File: src/rtl/timer_irq_responder.sv
// Memory-mapped timer/interrupt responder on the MEM-stage data bus.
// Provides a reloadable 32-bit up-counter with a prescaler, a sticky overflow flag
// that drives irqout, and a free-running cycle counter. Every access takes one cycle.
module timer_irq_responder #(
   parameter logic [31:0] BASE_ADDR = 32'h4000_0000,
   parameter int unsigned PSC_W     = 8
) (
   input  logic        clk,
   input  logic        reset,
   input  logic        rd,
   input  logic        wr,
   input  logic [31:0] addr,
   input  logic [31:0] wdata,
   output logic [31:0] rdata,
   output logic        irqout
);

   localparam logic [2:0] OFF_TH   = 3'd0;
   localparam logic [2:0] OFF_TL   = 3'd1;
   localparam logic [2:0] OFF_TCON = 3'd2;
   localparam logic [2:0] OFF_PSC  = 3'd3;
   localparam logic [2:0] OFF_SYS  = 3'd4;

   logic [31:0]      th_q, th_d;
   logic [31:0]      tl_q, tl_d;
   logic             en_q, en_d;
   logic             ie_q, ie_d;
   logic             ovf_q, ovf_d;
   logic [PSC_W-1:0] psc_q, psc_d;
   logic [PSC_W-1:0] cnt_q, cnt_d;
   logic [31:0]      sys_q, sys_d;

   logic       hit;
   logic [2:0] off;
   logic       wr_th, wr_tl, wr_tcon, wr_psc;
   logic       tick, wrap;
   logic       unused_addr;

   // Byte-lane bits are not decoded.
   assign unused_addr = ^addr[1:0];

   // Address decode and write strobes.
   always_comb begin
      hit     = (addr[31:5] == BASE_ADDR[31:5]);
      off     = addr[4:2];
      wr_th   = wr && hit && (off == OFF_TH);
      wr_tl   = wr && hit && (off == OFF_TL);
      wr_tcon = wr && hit && (off == OFF_TCON);
      wr_psc  = wr && hit && (off == OFF_PSC);
   end

   // Prescaler tick and all-ones wrap detection.
   always_comb begin
      tick = en_q && (cnt_q == psc_q);
      wrap = tick && (tl_q == 32'hFFFF_FFFF);
   end

   // Next-state logic for all registers.
   always_comb begin
      th_d  = th_q;
      tl_d  = tl_q;
      en_d  = en_q;
      ie_d  = ie_q;
      ovf_d = ovf_q;
      psc_d = psc_q;
      cnt_d = cnt_q;
      sys_d = sys_q + 32'd1;

      if (en_q) begin
         cnt_d = tick ? '0 : cnt_q + 1'b1;
      end
      // Enabling the timer or reprogramming the divider restarts the prescale period.
      if ((wr_tcon && wdata[0] && !en_q) || wr_psc) begin
         cnt_d = '0;
      end

      if (tick) begin
         tl_d = wrap ? th_q : tl_q + 32'd1;
      end
      // Software write to TL wins over the tick update.
      if (wr_tl) begin
         tl_d = wdata;
      end

      if (wr_th) begin
         th_d = wdata;
      end
      if (wr_psc) begin
         psc_d = wdata[PSC_W-1:0];
      end

      if (wr_tcon) begin
         en_d = wdata[0];
         ie_d = wdata[1];
         if (!wdata[2]) begin
            ovf_d = 1'b0;
         end
      end
      // Hardware overflow beats a same-cycle software clear so no event is lost.
      if (wrap) begin
         ovf_d = 1'b1;
      end
   end

   // Register state with asynchronous active-high reset.
   always_ff @(posedge clk or posedge reset) begin
      if (reset) begin
         th_q  <= '0;
         tl_q  <= '0;
         en_q  <= 1'b0;
         ie_q  <= 1'b0;
         ovf_q <= 1'b0;
         psc_q <= '0;
         cnt_q <= '0;
         sys_q <= '0;
      end else begin
         th_q  <= th_d;
         tl_q  <= tl_d;
         en_q  <= en_d;
         ie_q  <= ie_d;
         ovf_q <= ovf_d;
         psc_q <= psc_d;
         cnt_q <= cnt_d;
         sys_q <= sys_d;
      end
   end

   // Zero-latency read mux; reads outside the window or while idle return 0.
   always_comb begin
      rdata = 32'd0;
      if (rd && hit) begin
         case (off)
            OFF_TH:   rdata = th_q;
            OFF_TL:   rdata = tl_q;
            OFF_TCON: rdata = {29'd0, ovf_q, ie_q, en_q};
            OFF_PSC:  rdata = {{(32 - PSC_W){1'b0}}, psc_q};
            OFF_SYS:  rdata = sys_q;
            default:  rdata = 32'd0;
         endcase
      end
   end

   // Interrupt request straight from flops so bus activity cannot glitch it.
   always_comb begin
      irqout = ie_q && ovf_q;
   end

endmodule

File: config.mk
export PLATFORM = sky130hd
export DESIGN_NAME = timer_irq_responder
export DESIGN_NICKNAME = d
export VERILOG_FILES = /design/src/rtl/timer_irq_responder.sv
export SDC_FILE = /design/constraint.sdc
export NUM_CORES = 1
export LEC_CHECK = 0
export ABC_AREA = 1
export CAP_MARGIN = 20
export CELL_PAD_IN_SITES_DETAIL_PLACEMENT = 1
export CELL_PAD_IN_SITES_GLOBAL_PLACEMENT = 1
export CORE_MARGIN = 2
export CORE_UTILIZATION = 36
export CTS_CLUSTER_DIAMETER = 50
export DETAILED_ROUTE_END_ITERATION = 16
export PLACE_DENSITY_LB_ADDON = 0.1
export SLEW_MARGIN = 20
export SYNTH_ARGS = -nofsm -noshare
export SYNTH_HDL_FRONTEND = slang
export SYNTH_SLANG_ARGS = --single-unit
File: constraint.sdc
create_clock -name clk -period 3.9 [get_ports clk]
set_clock_uncertainty 0.2 [all_clocks]
set_input_delay 0.585 -clock clk [delete_from_list [all_inputs] [get_ports clk]]
set_output_delay 0.585 -clock clk [all_outputs]
set_load 0.1 [all_outputs]
==> results.tsv <==
stage	metric	value	unit
status	status	finished, final reports clean	
pwr	p_clk_share	52.7	%
hold_path	hold_class	reg -> reg	
timing	setup_slack	0.444	ns
logic_synthesis	synth_nets	1275	
pwr	cellLeakagePower	4.74	nW
timing	tns	0	ns
hold_path	holdCritStartpoint	sys_q[31]	
timing	timing.hold.ws	0.274	ns
timing	final-hold-violation-count	0	
die	design.die.area	0.0234	mm^2
placement	portBuffers	98	
critical_path	arrival	2.67	ns
cells_and_area	finish.utilization	46.4	%
clock_tree	clkTransAtPathRegs	0.05	ns
flow_run	maxCapViolCount	0	
placement	place_inst	1557	
clock_tree	htreeDepth	4	
drt	wl_per_cell	18.4	um
critical_path	cp_max_fo	25	
logic_synthesis	syn_avg_cell_area	6.63	um^2
critical_path	r2r_setup_slack	1.15	ns
pwr	power.internal	2.12	mW
cells_and_area	syn2layout_area_growth	26.7	%
drt	dr.pass1.iters	5	
drt	viasPerCell	5.16	
logic_synthesis	syn_area	0.00799	mm^2
critical_path	start_kind	input pin	
critical_path	required	3.12	ns
clock_tree	cts_hold_buffers	0	
drt	wirelength	29.2	mm
timing	fin_crit_sh	88.6	%
die	start_util	36.6	%
global_route	grt_pass1_vias	8378	
pwr	p_switching	732	uW
logic_synthesis	synth_edf_count	0	
timing	fmax	289	MHz
logic_synthesis	netlist_instances	1204	
timing	worst_pin_slew	0.956	ns
global_route	grt_use_total	25.7	%
cells_and_area	fillers	2830	
logic_synthesis	synth_top_area_share	36.0	%
cells_and_area	nets	1367	
placement	dpl.hpwl	21.3	mm
pwr	p_per_area	282	mW/mm^2
die	pin_count	101	
logic_synthesis	yosys.area.top_type	dfrtp_1	
clock_tree	numClockSinks	115	
hold_path	whs_endpoint	sys_q[31]	
timing	period_minus_slack	3.46	ns
drt	drt_first_iter_violations	369	
clock_tree	clockBufferDepth	2	
clock_tree	postCtsSetupRepairBufs	0	
cells_and_area	fin_cells	1589	
pwr	seq_power_share	41.8	%
die	fp.dieH	153	um
die	rows	54	
timing	relSlewSlack	36.0	%
die	coreArea	0.0218	mm^2
global_route	grt_pass1_wl	47.2	mm
logic_synthesis	async_flop_share	100	%
logic_synthesis	synth-seq-cells	115	
drt	vias	8194	
clock_tree	clock_latency	0.43	ns
global_route	antenna_found_initial	0	
timing	rsz0062_at_grt	no	
cells_and_area	multiInputGateArea	0.00432	mm^2
critical_path	r2r_start	tl_q[0]	
timing	setup_viol	0	
global_route	grt_max_degree	57	
logic_synthesis	synth_common_cells	nand2_1 (419), inv_1 (150), dfrtp_1 (115)	
logic_synthesis	synth.most_common_cell	nand2_1	
clock_tree	cts_buffers	17	
pwr	swShare	25.6	%
placement	gp_congestion	0.859	
cells_and_area	antenna_cells	0	
drt	antenna_left	0	
placement	dp_slack	0.425	ns
critical_path	path_class	in -> out	
critical_path	reg2reg_to	tl_q[31]	
timing	maxSlewViolCount	0	
clock_tree	cts_root_buf	clkbuf_16	
clock_tree	cts_tree	built	
logic_synthesis	yosys-top-cells-area	dfrtp_1 (36%), nand2_1 (20%), inv_1 (7.0%)	
logic_synthesis	ys_seq_area_share	36.0	%
die	die_w	153	um
logic_synthesis	yosysWarnings	0	
clock_tree	cts_resized	0	
logic_synthesis	netlist-cell-type-count	35	
critical_path	r2r_cells	10	
drt	drcViolationCount	0	
global_route	grt.overflow.total	0	
pwr	p_comb_share	5.6	%
cells_and_area	seqCellArea	0.00288	mm^2
logic_synthesis	synthFlopType	dfrtp_1	
cells_and_area	drive_gt1_share	10.2	%
hold_path	holdPathStages	1	
pwr	ir_drop	249	uV
critical_path	endpoint_kind	output port	
[how the worst max path moves through the flow]
stage,startpoint,to,slack [ns],depth (start not counted)
2_1_floorplan,reset,cnt_q[0],0.07,1
5_1_grt,addr[2],rdata[30],0.36,7
4_1_cts,addr[2],rdata[30],0.42,7
3_5_place_dp,addr[2],rdata[30],0.43,7
6_report,addr[2],rdata[26],0.44,7
3_3_place_gp,addr[2],rdata[26],0.45,7
[cell families after synthesis]
group / Yosys count / share of synthesized area [%]
flip-flops: 115 / 36.0
buffers and inverters: 196 / 9.98
adder cells (fa/ha/maj): 3 / 0.470
AND/OR/NAND/NOR: 728 / 40.1
AO/OA/AOI/OAI: 111 / 7.85
XOR/XNOR: 51 / 5.59
[layout by cell type (no fill, tap or decap), drive strengths merged, types with 3 or more instances in the layout]
master / instances
nand2: 445
inv: 162
nor2: 123
dfrtp: 115
nand3: 102
clkdlybuf4s50: 66
o21ai: 58
buf: 46
xor2: 34
nand4: 24
a31oi: 21
clkbuf: 20
xnor2: 17
nor3: 15
nand3b: 12
a21oi: 11
o22ai: 10
nor4: 5
a221oi: 4
clkinvlp: 4
o21bai: 3
a211oi: 3
ha: 3
clkinv: 3
[power by group through the flow]
stage	clock [mW]	combinational, mW	sequential (mW)
3_3_place_gp	0	0.159	1.22
2_1_floorplan	0	0.0507	1.22
4_1_cts	1.52	0.162	1.19
3_5_place_dp	0	0.161	1.22
6_report	1.50	0.159	1.19
5_1_grt	1.57	0.174	1.19
[critical path, stage by stage]
cell	delay, ns
clkdlybuf4s50_1	0.46
nor2_1	0.20
nand2_1	0.16
inv_2	0.46
nand2_1	0.19
a31oi_1	0.38
buf_12	0.23
[layout make-up]
cell class / instances / share of cell area (%)
Clock buffer: 20 / 4.51
Clock inverter: 12 / 0.952
Multi-Input combinational cell: 893 / 42.7
Timing Repair Buffer: 112 / 14.1
Tap cell: 280 / 3.46
Inverter: 157 / 5.85
Sequential cell: 115 / 28.4
[sequential cells by signal, summed over array words and instances (netlist names)]
name and flops:
en_q 1, psc_q 8, cnt_q 8, tl_q 32
th_q 32, ovf_q 1, sys_q 32, ie_q 1
[through the flow]
step | cell area, um^2 | power [mW]
2_1_floorplan | 7990 | 1.27
3_3_place_gp | 9570 | 1.37
3_5_place_dp | 9570 | 1.38
4_1_cts | 10100 | 2.88
5_1_grt | 10100 | 2.94
6_report | 10100 | 2.86
[metal layers]
metal / global-route usage, % / vias to the layer above / routed length (um)
met3: 3.66 / 25 / 1070
met5: 0 / - / 0
li1: - / 3999 / -
met1: 34.7 / 4000 / 13500
met2: 44.0 / 170 / 14300
met4: 5.11 / 0 / 327
(Power assumes the default switching activity.)
